**config.mk**
```make
export PLATFORM = sky130hd
export DESIGN_NAME = serial_twos_comp_ctrl
export DESIGN_NICKNAME = d
export VERILOG_FILES = /design/src/rtl/serial_twos_comp_ctrl.sv
export SDC_FILE = /design/constraint.sdc
export NUM_CORES = 1
export LEC_CHECK = 0
export BUFFER_PORTS_ARGS = -buffer_cell sky130_fd_sc_hd__buf_2
export CORE_MARGIN = 2
export CORE_UTILIZATION = 35
export CTS_BUF_LIST = sky130_fd_sc_hd__clkbuf_4 sky130_fd_sc_hd__clkbuf_8
export CTS_CLUSTER_DIAMETER = 50
export DETAILED_ROUTE_END_ITERATION = 10
export PLACE_DENSITY = 0.66
export SLEW_MARGIN = 25
export SYNTH_ARGS = -nofsm -noshare
export SYNTH_HDL_FRONTEND = slang
export SYNTH_SLANG_ARGS = --single-unit
```
**constraint.sdc**
```tcl
create_clock -name clk -period 1.5 [get_ports clk]
set_input_delay 0.075 -clock clk [delete_from_list [all_inputs] [get_ports clk]]
set_output_delay 0.075 -clock clk [all_outputs]
set_load 0.03 [all_outputs]
```
**src/rtl/serial_twos_comp_ctrl.sv**
```systemverilog
// rtl/serial_twos_comp_ctrl.sv - bit-serial two's-complement negation controller
module serial_twos_comp_ctrl #(
  parameter int WIDTH = 4
) (
  input  logic             clk,
  input  logic             rst,
  input  logic             start,
  input  logic [WIDTH-1:0] din,
  output logic             busy,
  output logic             ser_out,
  output logic             ser_vld,
  output logic             done,
  output logic [WIDTH-1:0] dout,
  output logic             ovf
);

  localparam int CW = $clog2(WIDTH) + 1;
  localparam logic [CW-1:0]    LAST     = CW'(WIDTH - 1);
  localparam logic [WIDTH-1:0] MOST_NEG = {1'b1, {(WIDTH-1){1'b0}}};

  typedef enum logic [1:0] {
    IDLE  = 2'd0,
    SHIFT = 2'd1,
    DONE  = 2'd2
  } state_t;

  state_t           state;
  logic [WIDTH-1:0] shift_reg;
  logic [WIDTH-1:0] result;
  logic [CW-1:0]    cnt;
  logic             seen_one;
  logic             out_bit;
  logic [WIDTH-1:0] result_next;

  // Copy bits up to and including the first 1, invert every bit after it.
  assign out_bit     = seen_one ? ~shift_reg[0] : shift_reg[0];
  assign result_next = {out_bit, result[WIDTH-1:1]};

  // The serial bit is only meaningful while shifting; hold it low otherwise.
  assign ser_out = ser_vld & out_bit;

  // Controller: sequences IDLE -> SHIFT (WIDTH cycles) -> DONE and drives registered status.
  always_ff @(posedge clk or posedge rst) begin
    if (rst) begin
      state     <= IDLE;
      shift_reg <= '0;
      result    <= '0;
      cnt       <= '0;
      seen_one  <= 1'b0;
      busy      <= 1'b0;
      ser_vld   <= 1'b0;
      done      <= 1'b0;
      dout      <= '0;
      ovf       <= 1'b0;
    end else begin
      case (state)
        IDLE: begin
          if (start) begin
            shift_reg <= din;
            cnt       <= '0;
            seen_one  <= 1'b0;
            busy      <= 1'b1;
            ser_vld   <= 1'b1;
            state     <= SHIFT;
          end
        end
        SHIFT: begin
          shift_reg <= {1'b0, shift_reg[WIDTH-1:1]};
          seen_one  <= seen_one | shift_reg[0];
          result    <= result_next;
          cnt       <= cnt + CW'(1);
          if (cnt == LAST) begin
            // Publish the finished word so it is visible for the whole DONE cycle.
            dout    <= result_next;
            ovf     <= (result_next == MOST_NEG);
            ser_vld <= 1'b0;
            done    <= 1'b1;
            state   <= DONE;
          end
        end
        DONE: begin
          done  <= 1'b0;
          busy  <= 1'b0;
          state <= IDLE;
        end
        default: begin
          state   <= IDLE;
          busy    <= 1'b0;
          ser_vld <= 1'b0;
          done    <= 1'b0;
        end
      endcase
    end
  end

endmodule

```
==> metrics.txt <==
switching share of total power 0.403; Initial Util 0.369; final hold vios 0; routed vias 631; Worst Setup Slack, final 0.0570 ns; Final Skew 0.00394 ns; layout cell share with drive strength beyond 1 0.411; io pins 16; clock-pin slew of the registers on the worst-case setup and hold paths 0.11 ns; status completed; post-synthesis sequential area ratio 0.580; Slew @ Worst Pin 0.411 ns; top cells by count, synth dfrtp_1 (21), inv_1 (8), mux2_2 (7), nor2_1 (7); post-route cell area 1090 um2; worst hold slack 0.0202 ns; unrepaired setup endpoints after global routing false; Buffers on Ports 15; Ys Warns 0; Critical Path Fanout Max 3; area of the multi-input gates 343 um2; Worst setup EP type primary output; clock sink count 21; Critical Path RT 1.42 ns; DR pass1 iterations 2; num rows 18; mapped cell area 906 um2; Critical Path AT 1.37 ns; first-pass GRT wire length 2970 um; Final Max Tran Viols 0; Post-Route WL 1610 um; Hold Crit Class input port to flop; Max-slew headroom 0.726; Detail Route Antenna Nets 0; Fillers 232; via-per-instance ratio 5.05; antenna violations before repair 0; Netlist cell types 25; crit start category flop; top cells by area, synth dfrtp_1 (58%), mux2_2 (8.7%), ha_1 (4.1%); die span in x 54.9 um; net load switching power 1030 uW; root buffer cell clkbuf_4; kind of critical path flop to primary output; crit share post-route 0.962; fmax 0.693 GHz; vias in the first global route 673; Net count, final 106; Fin Setup TNS 0 ns; internal power 1530 uW; initial DRC count 5; post-synth top area cell dfrtp_1; Reg area 526 um2; Async SR Flop Fraction 1.00; CP cell instances inv_2, ha_4, buf_4, and2_4, buf_6; CTS tree yes; GRT Overall Usage 0.138; Mapped Avg Cell Area 12.4 um2; die area 3010 um2; die height 54.9 um; Placed Area 1010 um2; slowest stage delay, CP 0.41 ns; Top FF cell, synth dfrtp_1; cell at the slowest stage of the critical path dfrtp_1; Flop pwr share 0.405; Yosys top cell area share 0.580; register bit total from synthesis 21; CTS max path bufs 2; Comb pwr share 0.490; maxcap violations 0; clk_lat worst skew 0.30 ns; H-tree Lvls 1; antenna fix cells 0; pwr/cell area 2350 nW/um2; crit path time final 1.44 ns; Detail Placement HPWL 1190 um; core footprint 2450 um2; total gr overflow 0; DR WL/cell 12.9 um; most common cell in the netlist dfrtp_1; Static Leak 0.000529 uW; pre-CTS setup slack 0.0900 ns; Max IR drop VDD 0.00129 V; CTS Buf Count 3; Post-route DRC 0; Area Overhead vs Synth 20.2%; Core Util, Final 0.443; Post-Synthesis Cells 73; EDFF count, synth 0; largest net degree at the start of global routing 22; Placer Congestion 0.709; final setup fails 0; Mapped Nets 83; Clock power frac 0.105
[worst max-delay path, delay by kind of cell, from the launching register on]
family / cells / cell delay, ns
buffers and inverters: 3 / 0.34
flip-flops: 1 / 0.41
AND/OR/NAND/NOR: 1 / 0.13
adder cells (fa/ha/maj): 1 / 0.19
[routing by layer]
layer  share of wire  global-route usage  up-vias  wire, um
li1                -                   -      300         -
met1            0.46               0.175      315       739
met2            0.49               0.234       11       793
met3           0.026              0.0164        5        42
met4           0.022              0.0625        0        36
met5               0                   0        -         0
[power by group through the flow]
| stage | clock, uW | sequential, uW | combinational, uW |
|---|---|---|---|
| detailed placement | 0 | 1050 | 1130 |
| global placement | 0 | 1030 | 1110 |
| global route | 296 | 1080 | 1370 |
| finish | 268 | 1040 | 1250 |
| CTS | 273 | 1040 | 1230 |
| floorplan | 0 | 1150 | 721 |
[worst paths after layout]
| kind | slack (ns) | from | end | depth (start not counted) |
|---|---|---|---|---|
| min in group asynchronous | 0.33 | rst | done | 4 |
| setup reg to reg | 0.08 | cnt[0] | dout[1] | 4 |
| setup / recovery | 0.06 | shift_reg[0] | ser_out | 5 |
| max in group asynchronous | 0.96 | rst | cnt[2] | 4 |
| hold reg to reg | 0.51 | done | done | 1 |
| hold / removal | 0.02 | din[3] | shift_reg[3] | 2 |
[cells by family (layout without fill, tap and decap cells)]
family	Yosys count	count (layout)	share of synthesized area
DFF	21	21	0.580
AOI/OAI and AO/OA	14	14	0.116
buffers and inverters	11	33	0.0580
muxes	7	7	0.0870
adders and majority gates	3	3	0.0414
and+or+nand+nor	17	17	0.117
[placed cells by master, fill, tap and decap left out, types with 2 or more instances in the layout]
cell / Yosys / layout
a21oi_1: 2 / 2
a32o_1: 2 / 2
buf_2: 0 / 14
buf_4: 1 / 4
clkbuf_4: 0 / 3
dfrtp_1: 21 / 21
ha_1: 3 / 2
inv_1: 8 / 6
inv_2: 1 / 3
mux2_2: 7 / 7
nand2_1: 2 / 2
nand3b_1: 2 / 2
nor2_1: 7 / 7
o221a_2: 2 / 2
o22ai_1: 3 / 3
[layout make-up]
class / count / area share
clock buffer: 3 / 0.0207
sequential: 21 / 0.483
multi-input combinational: 41 / 0.315
inverter: 9 / 0.0310
clock inverter: 1 / 0.00460
tap: 30 / 0.0345
timing repair buffer: 20 / 0.111
[through the flow]
step                      cells  power, uW
after floorplan              73       1870
final                       125       2560
after global routing        125       2750
after detailed placement    118       2180
after global placement      118       2140
after CTS                   124       2540
[repair_timing]
item,4_1_cts,5_1_grt
pin swaps,1,0
hold buffers,1,0
cloned,0,0
hold endpoints to repair,21,0
buffers inserted,1,1
setup endpoints to repair,1,1
resized for setup,3,3
Power figures use the tool's default switching activity.
